**src/rtl/minmax_tracker.sv**
```systemverilog
// Running max/min tracker with first-occurrence indices over a sequence of unsigned samples.
// Latency: done pulses one cycle after the edge that accepts the last sample (len=0: cycle after start).
// Backpressure: in_ready is high only in RUN; in_valid=0 bubbles hold all state.
//
// Ports:
//   Clk, Rst            rising-edge clock, synchronous active-high reset
//   start, len          begin a sequence of len samples (sampled only in IDLE)
//   in_valid/in_data    sample stream, accepted when in_valid && in_ready
//   in_ready, busy      decoded from the state register
//   max_out/min_out     running extremes, registered and held after DONE
//   max_idx/min_idx     0-based index of the first occurrence of each extreme
//   done                one-cycle pulse while results are final

// Unsigned magnitude comparator: reports a>b, a<b, a==b.
module minmax_comp #(
    parameter int W = 64
) (
    input  logic [W-1:0] a_i,
    input  logic [W-1:0] b_i,
    output logic         gt_o,
    output logic         lt_o,
    output logic         eq_o
);
    assign gt_o = (a_i > b_i);
    assign lt_o = (a_i < b_i);
    assign eq_o = (a_i == b_i);
endmodule

module minmax_tracker #(
    parameter int DATAWIDTH = 64,
    parameter int CNTWIDTH  = 16
) (
    input  logic                 Clk,
    input  logic                 Rst,
    input  logic                 start,
    input  logic [CNTWIDTH-1:0]  len,
    input  logic                 in_valid,
    input  logic [DATAWIDTH-1:0] in_data,
    output logic                 in_ready,
    output logic [DATAWIDTH-1:0] max_out,
    output logic [DATAWIDTH-1:0] min_out,
    output logic [CNTWIDTH-1:0]  max_idx,
    output logic [CNTWIDTH-1:0]  min_idx,
    output logic                 busy,
    output logic                 done
);
    typedef enum logic [1:0] {
        S_IDLE = 2'd0,
        S_RUN  = 2'd1,
        S_DONE = 2'd2
    } state_t;

    state_t                state_q, state_d;
    logic [CNTWIDTH-1:0]   len_q, len_d;
    logic [CNTWIDTH-1:0]   count_q, count_d;
    logic [DATAWIDTH-1:0]  max_q, max_d;
    logic [DATAWIDTH-1:0]  min_q, min_d;
    logic [CNTWIDTH-1:0]   max_idx_q, max_idx_d;
    logic [CNTWIDTH-1:0]   min_idx_q, min_idx_d;
    logic                  done_q, done_d;

    logic max_gt, max_lt, max_eq;
    logic min_gt, min_lt, min_eq;
    logic accept;
    logic last_sample;

    minmax_comp #(.W(DATAWIDTH)) u_cmp_max (
        .a_i  (in_data),
        .b_i  (max_q),
        .gt_o (max_gt),
        .lt_o (max_lt),
        .eq_o (max_eq)
    );

    minmax_comp #(.W(DATAWIDTH)) u_cmp_min (
        .a_i  (in_data),
        .b_i  (min_q),
        .gt_o (min_gt),
        .lt_o (min_lt),
        .eq_o (min_eq)
    );

    assign accept      = in_valid && (state_q == S_RUN);
    // len_q is never 0 while in RUN, so len_q-1 cannot underflow here.
    assign last_sample = accept && (count_q == (len_q - CNTWIDTH'(1)));

    // State register plus result/bookkeeping registers.
    always_ff @(posedge Clk) begin
        if (Rst) begin
            state_q   <= S_IDLE;
            len_q     <= '0;
            count_q   <= '0;
            max_q     <= '0;
            min_q     <= '0;
            max_idx_q <= '0;
            min_idx_q <= '0;
            done_q    <= 1'b0;
        end else begin
            state_q   <= state_d;
            len_q     <= len_d;
            count_q   <= count_d;
            max_q     <= max_d;
            min_q     <= min_d;
            max_idx_q <= max_idx_d;
            min_idx_q <= min_idx_d;
            done_q    <= done_d;
        end
    end

    // Next-state logic.
    always_comb begin
        state_d = state_q;
        case (state_q)
            S_IDLE: begin
                if (start) begin
                    state_d = (len == '0) ? S_DONE : S_RUN;
                end
            end
            S_RUN: begin
                if (last_sample) begin
                    state_d = S_DONE;
                end
            end
            S_DONE:  state_d = S_IDLE;
            default: state_d = S_IDLE;
        endcase
    end

    // Datapath next-state: results clear on start acceptance, update on accepted samples.
    always_comb begin
        len_d     = len_q;
        count_d   = count_q;
        max_d     = max_q;
        min_d     = min_q;
        max_idx_d = max_idx_q;
        min_idx_d = min_idx_q;

        if (state_q == S_IDLE && start) begin
            len_d     = len;
            count_d   = '0;
            max_d     = '0;
            min_d     = '0;
            max_idx_d = '0;
            min_idx_d = '0;
        end else if (accept) begin
            count_d = count_q + CNTWIDTH'(1);
            if (count_q == '0) begin
                // First sample seeds both extremes regardless of the comparators.
                max_d     = in_data;
                min_d     = in_data;
                max_idx_d = '0;
                min_idx_d = '0;
            end else begin
                // Strict gt/lt only: equal samples leave the first occurrence in place.
                if (max_gt && !max_eq) begin
                    max_d     = in_data;
                    max_idx_d = count_q;
                end
                if (min_lt && !min_eq) begin
                    min_d     = in_data;
                    min_idx_d = count_q;
                end
            end
        end
    end

    // done is registered so it is high exactly while the state register holds DONE.
    assign done_d = (state_d == S_DONE);

    // Output decode.
    always_comb begin
        in_ready = (state_q == S_RUN);
        busy     = (state_q == S_RUN) || (state_q == S_DONE);
    end

    assign max_out = max_q;
    assign min_out = min_q;
    assign max_idx = max_idx_q;
    assign min_idx = min_idx_q;
    assign done    = done_q;

    // Unused comparator flags are kept for visibility of the full COMP interface.
    logic unused_flags;
    assign unused_flags = max_lt ^ min_gt;

endmodule

```
**config.mk**
```make
export PLATFORM = sky130hd
export DESIGN_NAME = minmax_tracker
export DESIGN_NICKNAME = d
export VERILOG_FILES = /design/src/rtl/minmax_tracker.sv
export SDC_FILE = /design/constraint.sdc
export NUM_CORES = 1
export LEC_CHECK = 0
export BUFFER_PORTS_ARGS = -buffer_cell sky130_fd_sc_hd__buf_2
export CORE_MARGIN = 10
export CORE_UTILIZATION = 55
export DETAILED_ROUTE_END_ITERATION = 7
export PLACE_DENSITY = 0.84
export SLEW_MARGIN = 20
export SYNTH_ARGS = -nofsm -noshare
export SYNTH_HDL_FRONTEND = slang
export SYNTH_SLANG_ARGS = --single-unit
```
**constraint.sdc**
```tcl
create_clock -name Clk -period 3.9 [get_ports Clk]
set_input_delay 0.78 -clock Clk [delete_from_list [all_inputs] [get_ports Clk]]
set_output_delay 0.78 -clock Clk [all_outputs]
set_load 0.05 [all_outputs]
```
==> results of run 1 <==
## where the power goes
part | leakage, nW | total [mW] | internal [mW] | switching [mW]
Sequential | 1.58 | 2.10 | 2.04 | 0.0544
Clock | 0.289 | 1.83 | 1.05 | 0.784
Combinational | 4.17 | 0.927 | 0.330 | 0.597
## metal layers
layer | share of wire (%) | up-vias | GRT usage, %
li1 | - | 4966 | -
met3 | 7.3 | 58 | 5.536
met2 | 50 | 369 | 40.46
met5 | 0 | - | 0
met4 | 2.5 | 0 | 8.115
met1 | 40 | 4760 | 25.72
## how the worst max path moves through the flow
stage	end
after floorplan	done
after global placement	min_idx[7]
after detailed placement	min_out[58]
after CTS	min_out[47]
after global routing	min_out[58]
final	min_out[58]
## state kept, by name, summed over array words and instances (netlist names)
signal,flops
max_out,64
min_out,64
count_q,16
len_q,16
max_idx,16
min_idx,16
state_q,2
done,1
## per-stage QoR
stage	total power [mW]	hold WS [ns]	cell area, µm²	utilization (%)
after global placement	3.031	0.4424	12730	63.11
after global routing	5.045	0.4801	13340	66.14
after detailed placement	3.060	0.4483	12730	63.11
final	4.855	0.4564	13340	66.14
after CTS	4.878	0.4595	13340	66.13
after floorplan	2.794	0.4496	11220	-
## layout by cell type (no fill, tap or decap), types with 22 or more instances in the layout
cell type and instances:
nand2_1 306, nand3_1 24, nor2_1 28, a21oi_1 72, ha_1 133, inv_1 143, mux2i_1 161, nand4_1 37
o21ai_0 22, dfxtp_1 195, buf_2 246
## kinds of logic (layout without fill, tap and decap cells)
group	Yosys count	in the layout
simple gates	460	460
buf+inv	204	431
flops	195	195
mux	162	162
compound gates	149	149
fa+ha+maj	133	133
xor+xnor	33	33
other cells	0	1
## area by class of cell
class	count	area share, %
multi-input cells	937	49.28
well taps	270	2.532
repair buffers	257	10.32
flip-flops and latches	195	29.26
inverters	143	4.024
clock inverters	11	1.144
diodes	1	0.01876
clock buffers	20	3.423
## critical path: stages
cell and delay (ns):
buf_2 0.11, inv_1 0.06, ha_1 0.27, nand2b_1 0.13
a2111oi_0 0.53, nor4b_1 0.12, or4_1 0.50, a211oi_1 0.39
o21ai_4 0.27, buf_12 0.29, mux2i_1 0.22
==> results.sh, run 1 <==
export IMPL_outcome="completed"
export IMPL_rsz0062_at_grt="no"
export IMPL_synthSimpleGateAreaFrac_pct=18.27
export IMPL_cts_tree="done"
export IMPL_synth_compound_gate_area_share_pct=8.149
export IMPL_path_clk_slew_ns=0.07
export IMPL_dp_cells=1802
export IMPL_crit_path_end_kind="flip-flop"
export IMPL_min_path_cells=2
export IMPL_synth_top_area_share_pct=34.78
export IMPL_maxSlewHeadroom_pct=53.97
export IMPL_drc=0
export IMPL_p_leak_nw=6.036
export IMPL_rrSetupSlack_ns=0.70
export IMPL_antenna_found_initial=1
export IMPL_pwr_density_cell_nw_per_um2=363.9
export IMPL_crit_type="in2reg"
export IMPL_wl_um=31030
export IMPL_final_antenna_net_count=0
export IMPL_seq_area_um2=3904
export IMPL_path_max_fanout=33
export IMPL_wire_per_inst_um=16.92
export IMPL_ys_seq_area_share_pct=34.78
export IMPL_rr_startpoint="min_out[0]"
export IMPL_post_cts_setup_buffer_count=0
export IMPL_cts_buffer_depth=2
export IMPL_die_w_um=162.9
export IMPL_finalWorstSetupSlack_ns=0.5400
export IMPL_cp_data_arrival_time_ns=3.71
export IMPL_die_area_um2=26520
export IMPL_nNetsFinal=1768
export IMPL_cts_sinks=195
export IMPL_cts_hold_buf=0
export IMPL_synth_flop_cell="dfxtp_1"
export IMPL_drtPass1Iterations=5
export IMPL_synthArstFlopShare_pct=0
export IMPL_cts_resized=0
export IMPL_dp_worst_setup_slack_ns=0.1774
export IMPL_grt_overflow=0
export IMPL_setup_violations=0
export IMPL_grt_usage_pct=22.69
export IMPL_start_util_pct=55.65
export IMPL_synth_seq_cells=195
export IMPL_fin_crit_sh_pct=86.15
export IMPL_min_path_type="reg2reg"
export IMPL_clock_latency_ns=0.44
export IMPL_drive_gt1_share_pct=19.19
export IMPL_cts_root_buf="clkbuf_16"
export IMPL_synth_xor_area_share_pct=2.575
export IMPL_synthMuxAreaShare_pct=14.46
export IMPL_worstHoldStart="min_idx[15]"
export IMPL_rows=52
export IMPL_synth_top_family_by_area="simple AND/OR/NAND/NOR gates"
export IMPL_min_to="min_idx[15]"
export IMPL_die_h_um=162.9
export IMPL_yosys_top_cells_count="nand2_1, dfxtp_1, mux2i_1, inv_1, ha_1"
export IMPL_dpl_hpwl_um=23920
export IMPL_area_delta_synth_final_pct=18.86
export IMPL_gp_congestion=0.9005
export IMPL_cp_data_required_time_ns=4.25
export IMPL_grt_max_degree=150
export IMPL_synthAdderAreaFrac_pct=14.83
export IMPL_multi_input_area_um2=6574
export IMPL_vias_per_cell=5.536
export IMPL_fin_crit_ns=3.360
export IMPL_syn_cell_area_um2=11220
export IMPL_io_pins=247
export IMPL_drt_initial_drc_count=769
export IMPL_num_fill_cells=1635
export IMPL_numCtsBuffers=17
export IMPL_startpoint="in_data[0]"
export IMPL_synth_most_common_cell="nand2_1"
export IMPL_slew_viol_final=0
export IMPL_tightest_slew_ns=0.6852
export IMPL_irDropWorstVdd_mv=0.2957
export IMPL_core_region_area_um2=20170
export IMPL_final_hold_viol_count=0
export IMPL_grt_pass1_wl_um=49740
export IMPL_htreeDepth=4
export IMPL_synthTopCellsByArea="dfxtp_1, ha_1, mux2i_1, nand2_1, inv_1"
export IMPL_drv_cap=0
export IMPL_yosysWarnings=0
export IMPL_synth_cell_type_count=56
export IMPL_max_clock_freq_mhz=297.6
export IMPL_routed_via_count=10150
export IMPL_syn_inst=1336
export IMPL_final_instance_count_excl_fill=1834
export IMPL_tns_ns=0
export IMPL_synth_area_per_cell_um2=8.401
export IMPL_synth_nets=1553
export IMPL_r2r_cells=9
export IMPL_skew_ns=0.01347
export IMPL_portBuffers=246
export IMPL_synth_edf_count=0
export IMPL_startpoint_type="input pin"
export IMPL_grt_pass1_vias=10010
export IMPL_synth_area_leader_cell="dfxtp_1"
export IMPL_r2r_end="min_out[58]"
Note: power is estimated with default switching activity, not from simulation.
==> run 2, diff against run 1 <==
Settings changed: BUFFER_PORTS_ARGS -buffer_cell sky130_fd_sc_hd__buf_2 to -buffer_cell sky130_fd_sc_hd__buf_4, CELL_PAD_IN_SITES_DETAIL_PLACEMENT set to 1, CELL_PAD_IN_SITES_GLOBAL_PLACEMENT set to 1, CORE_UTILIZATION 55 to 41.
==> run 2 against run 1 <==
- sequential share of layout area shrank 1.3 points
- register-to-register slack got worse by 0.06 ns
- sequential power is essentially flat
- wire length increased by 17%
- first-iteration DRC count is 46% lower
- global-route usage shrank 1.9 points
- cell count up 3.8%
- non-clock buffer count shrank 1
- critical endpoint is now max_idx[14]
- largest power group unchanged
==> results.sh, run 2 (synthesis gave the netlist of run 1 again) <==
export IMPL_wl_um=36180
export IMPL_crit_path_max_incr_delay_ns=0.62
export IMPL_tightest_slew_ns=0.8253
export IMPL_grt_pass1_wl_um=57590
export IMPL_rr_startpoint="max_out[59]"
export IMPL_rows=60
export IMPL_start_util_pct=41.64
export IMPL_final_hold_viol_count=0
export IMPL_die_h_um=185.5
export IMPL_routed_via_count=10140
export IMPL_area_delta_synth_final_pct=24.50
export IMPL_startpoint="in_data[59]"
export IMPL_min_path_type="reg2reg"
export IMPL_drv_cap=0
export IMPL_crit_end="max_idx[14]"
export IMPL_r2r_end="max_idx[14]"
export IMPL_final_common_cell="nand2_1"
export IMPL_drive_gt1_share_pct=19.26
export IMPL_die_w_um=185.5
export IMPL_fin_total_pwr_mw=4.859
export IMPL_post_cts_setup_buffer_count=0
export IMPL_core_region_area_um2=26950
export IMPL_portBuffers=246
export IMPL_fin_crit_sh_pct=84.71
export IMPL_clock_latency_ns=0.44
export IMPL_dpl_hpwl_um=28180
export IMPL_cp_data_required_time_ns=4.25
export IMPL_drtPass1Iterations=4
export IMPL_diodes=0
export IMPL_skew_ns=0.01521
export IMPL_grt_max_degree=193
export IMPL_path_max_fanout=28
export IMPL_drt_initial_drc_count=415
export IMPL_nNetsFinal=1767
export IMPL_numCtsBuffers=17
export IMPL_tns_ns=0
export IMPL_max_clock_freq_mhz=302.7
export IMPL_final_antenna_net_count=0
export IMPL_path_cells="buf_4, ha_1, nand4_1, nor4_1, buf_4, nand4_1, inv_1, a211oi_1, o22ai_4, buf_4, mux2i_1"
export IMPL_cp_data_arrival_time_ns=3.66
export IMPL_outcome="completed"
export IMPL_grt_usage_pct=20.77
export IMPL_wire_per_inst_um=19.00
export IMPL_startpoint_type="input pin"
export IMPL_p_leak_nw=6.073
export IMPL_setup_violations=0
export IMPL_die_area_um2=34390
export IMPL_r2r_cells=11
export IMPL_vias_per_cell=5.325
export IMPL_slew_viol_final=0
export IMPL_cts_tree="done"
export IMPL_maxSlewHeadroom_pct=44.98
export IMPL_path_clk_slew_ns=0.07
export IMPL_grt_overflow=0
export IMPL_layout_common_cells="nand2_1, buf_4, dfxtp_1"
export IMPL_cts_buffer_depth=2
export IMPL_irDropWorstVdd_mv=0.2332
export IMPL_rsz0062_at_grt="no"
export IMPL_crit_path_end_kind="flip-flop"
export IMPL_io_pins=247
export IMPL_grt_pass1_vias=10910
export IMPL_htreeDepth=4
export IMPL_crit_type="in2reg"
export IMPL_pwr_density_cell_nw_per_um2=347.7
export IMPL_cp_common_cell="buf_4"
export IMPL_cts_sinks=195
export IMPL_antenna_found_initial=0
export IMPL_cts_resized=0
export IMPL_min_path_cells=2
export IMPL_rrSetupSlack_ns=0.64
export IMPL_cts_root_buf="clkbuf_16"
export IMPL_drc=0
export IMPL_fin_crit_ns=3.304
export IMPL_gp_congestion=0.8603
export IMPL_cts_hold_buf=0
export IMPL_cp_slowest_cell="nor4_1"
==> run 2: changes by cell type in the layout (fill, tap and decap cells not counted), sizes merged <==
cell / delta
buf: -1
bufinv: -2
clkbuf: -1
clkinv: +1
clkinvlp: -1
diode: -1
inv: +4
==> run 2: per-stage QoR <==
stage / util [%] / instances / setup WS, ns / instance area (µm²) / hold slack (ns)
finish: 51.85 / 1904 / 0.5962 / 13970 / 0.4656
global route: 51.85 / 1904 / 0.3985 / 13970 / 0.4932
CTS: 51.85 / 1904 / 0.5574 / 13970 / 0.4735
detailed placement: 49.72 / 1872 / 0.1327 / 13400 / 0.4613
global placement: 49.72 / 1872 / 0.3446 / 13400 / 0.4461
floorplan: - / 1336 / 0.6378 / 11220 / 0.4496
==> run 2: layout make-up <==
cell class,instances,area (µm²)
Fill cell,3261,12980
Multi-Input combinational cell,937,6574
Sequential cell,195,3904
Timing Repair Buffer,256,1959
Inverter,143,536.8
Clock buffer,19,452.9
Tap cell,341,426.7
Clock inverter,13,120.1
==> run 2: worst min path at each step <==
stage	startpoint	end	slack, ns
5_1_grt	min_idx[4]	min_idx[4]	0.49
4_1_cts	min_idx[10]	min_idx[10]	0.47
3_5_place_dp	max_idx[0]	max_idx[0]	0.46
2_1_floorplan	len_q[15]	len_q[15]	0.45
6_report	min_idx[4]	min_idx[4]	0.47
3_3_place_gp	min_idx[2]	min_idx[2]	0.45
==> run 2: per-layer routing <==
layer	up-vias	track usage (%)	part of all wire [%]
li1	4962	-	-
met1	4926	23.93	42
met2	199	37.42	51
met4	0	7.607	2.5
met5	-	0	0
met3	51	3.685	4.3
==> run 2: where the power goes <==
part           total, mW  switching [mW]  internal [mW]
clock               1.76           0.839          0.926
sequential          2.10          0.0585           2.04
combinational      0.992           0.616          0.376
total               4.86            1.51           3.35
==> run 2: worst max-delay path: cells and delay by family <==
family,cells,cell delay [ns]
mux,1,0.28
simple gates,3,0.97
fa+ha+maj,1,0.32
compound gates,2,0.34
buf+inv,4,0.95
==> run 3, diff against run 2 <==
Settings changed: ABC_AREA set to 1, CORE_UTILIZATION 41 to 36, PLACE_DENSITY 0.84 to 0.81.
Clock period 3.9 ns to 2.9 ns, I/O delays scaled along.
==> run 3 against run 2 <==
- sequential power is 38% higher
- clock power grew 35%
- worst setup slack got worse by 0.29 ns
- combinational power is 98% higher
- area after synthesis is 11% higher
- via count grew 23%
- global-route usage decreased by 1.3 points
- first-iteration DRC count increased by 3.9%
- utilization decreased by 6.5 points
- sequential share of layout area fell by 2.5 points
- critical endpoint is now min_out[37]
==> results.sh, run 3 <==
export IMPL_synth_area_leader_cell="dfxtp_1"
export IMPL_r2r_cells=16
export IMPL_cts_buffer_depth=2
export IMPL_layout_common_cells="nand2_1, buf_4, inv_1"
export IMPL_p_leak_nw=6.700
export IMPL_clock_latency_ns=0.45
export IMPL_rsz0062_at_grt="no"
export IMPL_final_hold_viol_count=0
export IMPL_die_area_um2=42350
export IMPL_core_region_area_um2=33780
export IMPL_wire_per_inst_um=16.74
export IMPL_synth_nets=2036
export IMPL_area_delta_synth_final_pct=23.36
export IMPL_wl_um=41560
export IMPL_synthArstFlopShare_pct=0
export IMPL_final_instance_count_excl_fill=2483
export IMPL_path_max_fanout=34
export IMPL_dpl_hpwl_um=32550
export IMPL_diodes=0
export IMPL_pwr_share_comb_pct=27.0
export IMPL_ys_seq_area_share_pct=31.42
export IMPL_p_sw_mw=2.596
export IMPL_maxSlewHeadroom_pct=56.33
export IMPL_io_pins=247
export IMPL_portBuffers=246
export IMPL_cts_root_buf="clkbuf_16"
export IMPL_routed_via_count=12500
export IMPL_grt_pass1_vias=12940
export IMPL_drc=0
export IMPL_syn_inst=1819
export IMPL_power_frac_seq_pct=40.2
export IMPL_gp_congestion=0.8419
export IMPL_final_antenna_net_count=0
export IMPL_dp_cells=2451
export IMPL_intPower_mw=4.634
export IMPL_cp_data_required_time_ns=3.24
export IMPL_yosysWarnings=0
export IMPL_rows=67
export IMPL_tightest_slew_ns=0.6531
export IMPL_die_w_um=205.8
export IMPL_min_path_cells=2
export IMPL_vias_per_cell=5.033
export IMPL_synth_edf_count=0
export IMPL_post_cts_setup_buffer_count=0
export IMPL_min_path_type="in2reg"
export IMPL_synth_top_area_share_pct=31.42
export IMPL_antenna_found_initial=0
export IMPL_final_common_cell="nand2_1"
export IMPL_slew_viol_final=0
export IMPL_startpoint_type="flip-flop"
export IMPL_pwr_density_cell_nw_per_um2=471.7
export IMPL_cp_data_arrival_time_ns=2.93
export IMPL_die_h_um=205.8
export IMPL_rrSetupSlack_ns=0.31
export IMPL_nNetsFinal=2239
export IMPL_setup_violations=0
export IMPL_cts_sinks=195
export IMPL_synth_cell_type_count=36
export IMPL_power_share_switching_pct=35.91
export IMPL_grt_usage_pct=19.43
export IMPL_skew_ns=0.008688
export IMPL_drive_gt1_share_pct=19.12
export IMPL_max_clock_freq_mhz=385.8
export IMPL_outcome="completed"
export IMPL_cp_slowest_cell="dfxtp_1"
export IMPL_synth_most_common_cell="nand2_1"
export IMPL_htreeDepth=4
export IMPL_irDropWorstVdd_mv=0.4218
export IMPL_drv_cap=0
export IMPL_drtPass1Iterations=5
export IMPL_path_cells="inv_1, ha_1, nand2_1, nor2_2, nand4_1, inv_2, nand2_1, nor2_2, nand2_1, nor2_1, nand2_1, nand2_2, nand2_8, buf_12, a21oi_1, nor2_1"
export IMPL_fin_crit_sh_pct=89.39
export IMPL_fin_total_pwr_mw=7.231
export IMPL_grt_pass1_wl_um=67210
export IMPL_start_util_pct=36.78
export IMPL_fin_util_pct=45.37
export IMPL_fin_crit_ns=2.592
export IMPL_syn_cell_area_um2=12430
export IMPL_path_clk_slew_ns=0.08
export IMPL_grt_max_degree=65
export IMPL_grt_overflow=0
export IMPL_cp_common_cell="nand2_1"
export IMPL_synth_flop_cell="dfxtp_1"
export IMPL_synth_area_per_cell_um2=6.831
export IMPL_crit_path_end_kind="flip-flop"
export IMPL_crit_type="reg2reg"
export IMPL_numCtsBuffers=17
export IMPL_crit_path_max_incr_delay_ns=0.36
export IMPL_synth_seq_cells=195
export IMPL_pwr_share_clk_pct=32.8
export IMPL_synthTopCellsByArea="dfxtp_1, ha_1, nand2_1, nand3_1, inv_1"
export IMPL_cts_tree="done"
export IMPL_yosys_top_cells_count="nand2_1, inv_1, nor2_1, dfxtp_1, nand3_1"
export IMPL_drt_initial_drc_count=431
-- run 3: cell count changes after synthesis, moves of 60 or more --
cell,delta
inv_1,+109
a21oi_2,+60
nand3_1,+165
nor2_1,+216
a21oi_1,+114
mux2i_1,-161
-- run 3: final timing paths --
kind,from,to
setup / recovery,min_out[63],min_out[37]
setup reg to reg,min_out[63],min_out[37]
hold reg to reg,len_q[1],len_q[1]
hold / removal,Rst,done
-- run 3: logic make-up after synthesis --
family,share of synthesized area (%)
AOI/OAI and AO/OA,14.18
xor gates and xnor gates,0.7753
adders and majority gates,13.39
buffers and inverters,12.17
DFF,31.42
and+or+nand+nor,28.06
-- run 3: critical path: cells and delay by family (launching register included) --
family                   cells  cell delay, ns
AND/OR/NAND/NOR             11            1.30
buffers and inverters        3            0.36
flip-flops                   1            0.36
adder cells (fa/ha/maj)      1            0.28
AO/OA/AOI/OAI                1            0.17
-- run 3: area by class of cell --
type | count | area (µm²)
clock inverter | 15 | 138.9
timing repair buffer | 275 | 2277
tap | 448 | 560.5
inverter | 258 | 975.9
clock buffer | 17 | 425.4
sequential | 195 | 3904
fill | 4374 | 18460
multi-input combinational | 1275 | 7047
-- run 3: per-stage QoR --
stage / TNS (ns) / cell area, µm² / worst slack, ns / hold WS, ns
CTS: 0 / 15320 / 0.1619 / 0.3125
global route: 0 / 15330 / 0.04254 / 0.3276
global placement: -6.462 / 14760 / -0.1116 / 0.4662
finish: 0 / 15330 / 0.3077 / 0.3313
detailed placement: -8.061 / 14760 / -0.1327 / 0.4707
floorplan: 0 / 12430 / 0.4643 / 0.4473
-- run 3: power by group through the flow --
stage / Clock, mW / Sequential [mW] / Combinational [mW]
finish: 2.37 / 2.90 / 1.96
global route: 2.53 / 2.92 / 2.19
CTS: 2.42 / 2.91 / 1.98
detailed placement: 0 / 2.97 / 1.97
global placement: 0 / 2.96 / 1.89
floorplan: 0 / 3.25 / 1.04
-- run 3: what timing repair did --
item / in CTS / in global routing
hold buffers: 0 / 0
gates resized for setup: 0 / 3
endpoints found under the setup margin: 0 / 76
-- run 3: routing by layer --
| layer | GRT usage (%) | wire length (µm) | vias to the layer above |
|---|---|---|---|
| li1 | - | - | 6267 |
| met1 | 24.02 | 18470 | 5977 |
| met2 | 33.68 | 20560 | 213 |
| met3 | 3.523 | 1731 | 39 |
| met4 | 5.655 | 800 | 0 |
| met5 | 0 | 0 | - |
